===== src/rtl/time_display_scanner.sv =====
// Six-digit multiplexed common-anode 7-segment scanner for an HH:MM:SS counter.
// The time is snapshotted once per scan frame so the digits never tear across a rollover.
module time_display_scanner #(
    parameter int SCAN_DIV   = 4,
    parameter bit LEAD_BLANK = 1'b0
) (
    input  logic       clk,
    input  logic       rst_n,
    input  logic [4:0] H_reg,
    input  logic [5:0] M_reg,
    input  logic [5:0] S_reg,
    output logic [6:0] seg_n,
    output logic       dp_n,
    output logic [5:0] dig_en_n,
    output logic       frame_done
);

    localparam int              DIV_W    = (SCAN_DIV > 1) ? $clog2(SCAN_DIV) : 1;
    localparam logic [DIV_W-1:0] DIV_LAST = DIV_W'(SCAN_DIV - 1);

    localparam logic [6:0] SEG_DASH  = 7'h3F;
    localparam logic [6:0] SEG_BLANK = 7'h7F;

    logic [DIV_W-1:0] div_cnt_q, div_cnt_d;
    logic [2:0]       dig_idx_q, dig_idx_d;
    logic [4:0]       snap_h_q, snap_h_d;
    logic [5:0]       snap_m_q, snap_m_d;
    logic [5:0]       snap_s_q, snap_s_d;
    logic [6:0]       seg_n_q, seg_n_d;
    logic             dp_n_q, dp_n_d;
    logic [5:0]       dig_en_n_q, dig_en_n_d;
    logic             frame_done_q, frame_done_d;

    logic             div_last;
    logic             h_ok, m_ok, s_ok;
    logic [3:0]       h_tens, h_units, m_tens, m_units, s_tens, s_units;

    function automatic logic [6:0] seg_code(input logic [3:0] d);
        logic [6:0] code;
        case (d)
            4'd0:    code = 7'h40;
            4'd1:    code = 7'h79;
            4'd2:    code = 7'h24;
            4'd3:    code = 7'h30;
            4'd4:    code = 7'h19;
            4'd5:    code = 7'h12;
            4'd6:    code = 7'h02;
            4'd7:    code = 7'h78;
            4'd8:    code = 7'h00;
            4'd9:    code = 7'h10;
            default: code = 7'h7F;
        endcase
        return code;
    endfunction

    always_comb begin
        div_last     = (div_cnt_q == DIV_LAST);
        div_cnt_d    = div_last ? '0 : div_cnt_q + 1'b1;
        dig_idx_d    = dig_idx_q;
        if (div_last) begin
            dig_idx_d = (dig_idx_q == 3'd5) ? 3'd0 : dig_idx_q + 3'd1;
        end

        // The snapshot and frame_done share one edge: the last cycle of digit 5.
        frame_done_d = div_last && (dig_idx_q == 3'd5);
        snap_h_d     = frame_done_d ? H_reg : snap_h_q;
        snap_m_d     = frame_done_d ? M_reg : snap_m_q;
        snap_s_d     = frame_done_d ? S_reg : snap_s_q;

        h_ok    = (snap_h_q <= 5'd23);
        m_ok    = (snap_m_q <= 6'd59);
        s_ok    = (snap_s_q <= 6'd59);
        h_tens  = 4'({1'b0, snap_h_q} / 6'd10);
        h_units = 4'({1'b0, snap_h_q} % 6'd10);
        m_tens  = 4'(snap_m_q / 6'd10);
        m_units = 4'(snap_m_q % 6'd10);
        s_tens  = 4'(snap_s_q / 6'd10);
        s_units = 4'(snap_s_q % 6'd10);

        seg_n_d = SEG_BLANK;
        case (dig_idx_q)
            3'd0: begin
                if (!h_ok)
                    seg_n_d = SEG_DASH;
                else if (LEAD_BLANK && (h_tens == 4'd0))
                    seg_n_d = SEG_BLANK;
                else
                    seg_n_d = seg_code(h_tens);
            end
            3'd1:    seg_n_d = h_ok ? seg_code(h_units) : SEG_DASH;
            3'd2:    seg_n_d = m_ok ? seg_code(m_tens)  : SEG_DASH;
            3'd3:    seg_n_d = m_ok ? seg_code(m_units) : SEG_DASH;
            3'd4:    seg_n_d = s_ok ? seg_code(s_tens)  : SEG_DASH;
            3'd5:    seg_n_d = s_ok ? seg_code(s_units) : SEG_DASH;
            default: seg_n_d = SEG_BLANK;
        endcase

        // Colon DPs sit after H units and M units and blink with the seconds LSB.
        dp_n_d     = !(((dig_idx_q == 3'd1) || (dig_idx_q == 3'd3)) && !snap_s_q[0]);
        dig_en_n_d = ~(6'b000001 << dig_idx_q);
    end

    always_ff @(posedge clk or negedge rst_n) begin
        if (!rst_n) begin
            div_cnt_q    <= '0;
            dig_idx_q    <= 3'd0;
            snap_h_q     <= 5'd0;
            snap_m_q     <= 6'd0;
            snap_s_q     <= 6'd0;
            seg_n_q      <= 7'h7F;
            dp_n_q       <= 1'b1;
            dig_en_n_q   <= 6'h3F;
            frame_done_q <= 1'b0;
        end else begin
            div_cnt_q    <= div_cnt_d;
            dig_idx_q    <= dig_idx_d;
            snap_h_q     <= snap_h_d;
            snap_m_q     <= snap_m_d;
            snap_s_q     <= snap_s_d;
            seg_n_q      <= seg_n_d;
            dp_n_q       <= dp_n_d;
            dig_en_n_q   <= dig_en_n_d;
            frame_done_q <= frame_done_d;
        end
    end

    assign seg_n      = seg_n_q;
    assign dp_n       = dp_n_q;
    assign dig_en_n   = dig_en_n_q;
    assign frame_done = frame_done_q;

endmodule


===== config.mk =====
export PLATFORM = sky130hd
export DESIGN_NAME = time_display_scanner
export DESIGN_NICKNAME = d
export VERILOG_FILES = /design/src/rtl/time_display_scanner.sv
export SDC_FILE = /design/constraint.sdc
export NUM_CORES = 1
export LEC_CHECK = 0
export ABC_AREA = 1
export CAP_MARGIN = 30
export CORE_ASPECT_RATIO = 0.7
export CORE_MARGIN = 2
export CORE_UTILIZATION = 60
export CTS_BUF_LIST = sky130_fd_sc_hd__clkbuf_4
export DETAILED_ROUTE_END_ITERATION = 16
export HOLD_SLACK_MARGIN = 0.06
export PLACE_DENSITY = 0.85
export SLEW_MARGIN = 20
export SYNTH_ARGS = -nofsm -noshare
export SYNTH_HDL_FRONTEND = slang
export SYNTH_SLANG_ARGS = --single-unit

===== constraint.sdc =====
create_clock -name clk -period 3.95 [get_ports clk]
set_clock_uncertainty 0.15 [all_clocks]
set_input_delay 0.79 -clock clk [delete_from_list [all_inputs] [get_ports clk]]
set_output_delay 0.79 -clock clk [all_outputs]
set_load 0.05 [all_outputs]

# == After elaboration in Yosys (flattened, before gate mapping) ==
# Memories as Yosys holds them, arrays and structs flattened.
# Index checks and enable logic that the tools add are counted.
# totals
ff_bits,37
mem_bits_ro,672
inputBits,19
word_cells,49
memories,6
# mem_list
name,words,width,rd,rd_clocked_by_memory_dff,write_ports,line_no,source
(no name shown),16,7,1,0,0,40,case (d)
(no name shown),16,7,1,0,0,40,
(no name shown),16,7,1,0,0,40,
(no name shown),16,7,1,0,0,40,
(no name shown),16,7,1,0,0,40,
(no name shown),16,7,1,0,0,40,
# op_classes
add_sub_neg,2
n_div,6
order_cmp,3
n_eq_ne,6
shifts,1
muxes,9
bitwise,1
reduce_logical,6
# ops
cell,count
$mux W7,6
$pmux W7 S6,1
$div A6 B4 Y6 const B,2
$le A6 B6 Y1 const B,2
$mod A6 B4 Y6 const B,2
$div A5 B4 Y6 const B,1
$eq A3 B2 Y1 const B,2
$eq A3 B3 Y1 const B,2
$mod A5 B4 Y6 const B,1
$not A6 Y6,1
$shl A1 B3 Y6 const A,1
$le A5 B5 Y1 const B,1
$add A3 B1 Y3 const B,1
$eq A3 B1 Y1 const B,1
$logic_not A3 Y1,1
$mux W3,1
$add A2 B1 Y2 const B,1
$eq A2 B2 Y1 const B,1
$logic_and A1 B1 Y1,2
$logic_not A1 Y1,2
$mux W2,1
$logic_or A1 B1 Y1,1

# == Depth between registers and ports, before layout ==
# depth
depth_word,4
depth_mapped,18

# == Least setup slack after synthesis ==
# OpenSTA, ideal clock, no wires.
# synth_path
path_type,register to register
from,reg snap_h_q[4]
to,reg seg_n_q[3] (netlist: seg_n[3])
setup_ps,83
t_arrival_ps,1995
t_required_ps,3717
setup_slack_ps,1721
stages_incl_launch_ff,15
n_path_buf,0
path_cell_list,dfrtp_1 > nand2_2 > inv_2 > o21ai_4 > nand3b_4 > nand2_4 > xor2_4 > inv_1 > ha_1 > inv_1 > nand2_1 > nand3_1 > nand3_1 > a21oi_1 > nand3_1
# synth_between
elab_chain_len,4
word_cells_on_any_way,8
# synth_rtl
element,line_no,source
from (decl),26,"logic [4:0] snap_h_q, snap_h_d;"
from (signal assigned),117,snap_h_q <= snap_h_d;
$mod A5 B4 Y6 / $div A5 B4 Y6 (equally long branches),"74, 73",
$mem_v2 Z16 W7,--,
"$mux W7, on equally long branches","90, 83",
$pmux W7 S6 *,81,case (dig_idx_q)
named net seg_n_d[3],29,"logic [6:0] seg_n_q, seg_n_d;"
to (signal assigned),120,seg_n_q <= seg_n_d;
to (decl),29,
# The timed path passes the listed nets; every way through them passes the cells marked *.
# A chain may end at the register's enable or synchronous reset.

# == Final worst setup path ==
# layout_path
from,reg dig_en_n_q[0] (netlist: dig_en_n[0])
to,out dig_en_n[0]
# layout_lines
element,line_no,source
from (decl),31,"logic [5:0] dig_en_n_q, dig_en_n_d;"
from (signal assigned),122,dig_en_n_q <= dig_en_n_d;
to (decl),14,"output logic [5:0] dig_en_n,"
# No word-level cell between the ends.

==> impl.org <==
** Floorplan
- The die covers 5290 um2.
- The initial utilization of the core area, before any placement, comes to 63.9%.
- Top Ports :: 34
- The core region is 4430 um2.
- Vertical extent of the die :: 61.5 um
- Die width :: 86.1 um
- The floorplan has 20 rows.

** Placement
- Half-perimeter wire length of the detailed placement result :: 5.13 mm
- Final Wtd Congestion :: approximately 0.93
- The count of buffers added on input and output ports is 33.
- Total placed instance area :: 3230 um2

** Timing
- Total count of max-transition violations in the final report :: 0
- Static timing analysis puts the maximum clock frequency at 378 MHz.
- At the pin with the least slew margin, the transition time is 0.864 ns.
- Setup repair after global routing missed its margin :: no
- Post-layout min period :: 2.65 ns
- After routing, the total negative slack on setup checks comes to 0 ns.
- Fin. Hold Viols :: 0
- The final critical path takes up 67.0% of the cycle.
- Setup violations remaining at the end of the flow were counted as 0.
- Headroom to the max-slew limit came out at 42.3%.

** Yosys
- Leading register cell type out of synthesis :: sky130_fd_sc_hd__dfrtp_1
- Yosys reg bits :: 37
- The Yosys step of the flow raised 0 warnings.
- In this run the mean area of a mapped cell was ~7.1 um2.
- Gate count of the mapped netlist :: 401
- Most numerous cell types in the synthesized netlist :: 104 x sky130_fd_sc_hd__nand2_1, 52 x sky130_fd_sc_hd__inv_1, 48 x sky130_fd_sc_hd__nand3_1, 36 x sky130_fd_sc_hd__o21ai_0, 23 x sky130_fd_sc_hd__dfrtp_1
- Total standard cell area after synthesis :: 2830 um2
- The number of nets in the synthesized netlist is 442.
- Biggest area contributors in the synthesized netlist :: sky130_fd_sc_hd__dfrtp_1 20%, sky130_fd_sc_hd__nand2_1 14%, sky130_fd_sc_hd__dfstp_2 13%
- The synthesized design contains 0 enable-type register cells.
- Summed over its instances, the top area cell type makes up between 20 and 25% of the synthesized netlist area.
- The largest total area in the synthesized netlist belongs to sky130_fd_sc_hd__dfrtp_1.
- Counting flops with an async set or reset pin after synthesis yields a share of 100%.
- Most frequent cell after synthesis :: sky130_fd_sc_hd__nand2_1
- Unique masters post-synth :: 29
- Share of the yosys chip area belonging to registers :: between 30 and 40%

** Route
- The count of nets left with antenna violations once routing finished came out at 0.
- After the first detailed-routing iteration, the DRC count stood at slightly above 300.
- Number of remaining DRC errors :: 0
- For this run, the detailed router's first-pass iteration total came to 5.
- Vias/cell :: 5.65
- Overall via count from detail_route :: approximately 2,800
- Final wirelength :: 6.67 mm
- Average wire per standard cell :: 13.5 um

** Clock tree
- Setup Buffers After CTS :: 0
- CTS Buf Count :: 5
- Maximum level of the CTS H-tree :: 2
- TritonCTS built the clock tree.
- Clock latency on the worst-skew pair, taken at its later pin, is 0.36 ns.
- The clock passes through at most 2 buffers.
- Clock Tree Root :: sky130_fd_sc_hd__clkbuf_4
- Hold repair after CTS inserted 0 buffers.
- Number of clock sinks :: 37
- Post-cts repair resize count :: 0
- Clk slew on worst S/H paths :: 0.12 ns

** Hold path
- The path class of the tightest hold or removal check is reg2reg.
- Hold path cells :: 1

** Worst setup path
- Critical Path RT :: 3.01 ns
- The critical path goes through clkdlybuf4s50_1.
- CP max FO :: 1
- Terminus of the critical flop-to-flop path :: seg_n[3]
- The kind of cell with the highest combined delay along the critical path is buffers and inverters.
- The critical path starts at dig_en_n[0].
- Critical-path top delay cell :: sky130_fd_sc_hd__clkdlybuf4s50_1
- Counting both buffers and inverters, the worst setup path holds a total of 1.
- Signal arrival time at the worst endpoint :: approximately 1.7 ns
- Endpoint of the most critical setup path :: dig_en_n[0]
- The startpoint identified for the worst register-to-register timing path is snap_h_q[4].
- The worst setup path is launched from a flip-flop.
- Register-to-Register Setup Slack :: between 1 and 1.5 ns
- CP Capture Type :: primary output
- Worst setup path category :: reg2out
- Peak per-stage delay on the critical path :: roughly 0.79 ns
- Measured in cells, the most critical reg-to-reg path has a length of 14.
- Critical path depth :: 1

** Layout
- Area taken by multi-input logic gates :: 1660 um2
- Of the cells placed in the final design, the portion with a size suffix greater than 1 is 10.0%.
- 0 antenna diodes ended up in the layout.
- At the end of the flow the core is filled with cells to 74.7%.
- Post-Layout Inst Area :: 3310 um2
- For this run, the post-layout net count is 480.
- Registers take 943 um2.
- Compared with the post-synthesis result, the final layout area differs by 17.0%.
- Number of fill cells in the layout :: 354

** Power
- Worst supply voltage drop on vdd :: 0.168 mV
- In this run the static leakage power is 0.00165 uW.
- For this design the ratio of total power to cell area is 298 nW/um2.

** Global routing
- Via count of the first global-routing pass :: 2,463
- Maximum number of pins on one net before global-route repair :: 38
- Antenna violations before repair :: 0
- First-pass GRT wire length :: 11.3 mm
- GRT Total Usage :: 27.6%
- Overall overflow remaining after global route :: 0

** Run status
- The run finished with clean final reports.

** Flow run
- Across the run, the number of max-cap violations was 0.
[metrics by stage]
step           power (uW)  cells  hold slack (ns)  setup slack, ns
2_1_floorplan         634    401            0.253             1.72
3_3_place_gp          709    487            0.264             1.60
3_5_place_dp          719    487            0.273             1.50
4_1_cts               989    495            0.288             1.30
5_1_grt              1050    495            0.308             1.17
6_report              985    495            0.284             1.30
[flip-flops by register name (all words and copies together) (netlist names)]
signal      count
dig_idx_q       3
frame_done      1
snap_m_q        6
snap_s_q        6
dig_en_n        6
seg_n           7
dp_n            1
snap_h_q        5
div_cnt_q       2
[metal layers]
layer  track usage (%)  vias up  part of all wire [%]
li1                  -     1394                     -
met2              43.4      112                    45
met3              5.09       14                   7.3
met1              40.1     1279                    47
met5                 0        -                     0
met4              6.35        0                   1.2
[placed cells by master (no fill, tap or decap), drive strengths merged, types with 2 or more instances in the layout]
cell type,instances
nand3b,4
clkbuf,5
dfstp,14
nand4,10
xor2,4
nand3,48
a21oi,21
o21ai,48
buf,2
nand2,112
nor3,5
clkdlybuf4s50,33
ha,22
a21o,2
inv,58
nor2,20
dfrtp,23
[power breakdown]
group | switching, uW | total (uW) | internal, uW
sequential | 13.7 | 412 | 398
clock | 136 | 266 | 131
combinational | 197 | 307 | 110
total | 346 | 985 | 639
[layout make-up]
cell class | count | share of cell area (%)
clock buffers | 5 | 1.13
clock inverters | 3 | 1.25
inverters | 58 | 6.58
multi-input cells | 302 | 50.0
flip-flops and latches | 37 | 28.5
well taps | 55 | 2.08
repair buffers | 35 | 10.4
[worst min-delay path by stage]
stage	from	end	slack, ns
floorplan	div_cnt_q[0]	div_cnt_q[0]	0.25
global placement	div_cnt_q[0]	div_cnt_q[0]	0.26
detailed placement	div_cnt_q[0]	div_cnt_q[0]	0.27
CTS	div_cnt_q[0]	div_cnt_q[0]	0.29
global route	div_cnt_q[0]	div_cnt_q[0]	0.31
finish	div_cnt_q[0]	div_cnt_q[0]	0.28
[cell families after synthesis]
| family | Yosys count | share of synthesized area [%] |
|---|---|---|
| DFF | 37 | 33.3 |
| AOI/OAI and AO/OA | 76 | 15.1 |
| and+or+nand+nor | 200 | 31.7 |
| xor gates and xnor gates | 4 | 1.90 |
| buffers and inverters | 62 | 8.22 |
| adders and majority gates | 22 | 9.73 |
Note: power is estimated with default switching activity, not from simulation.
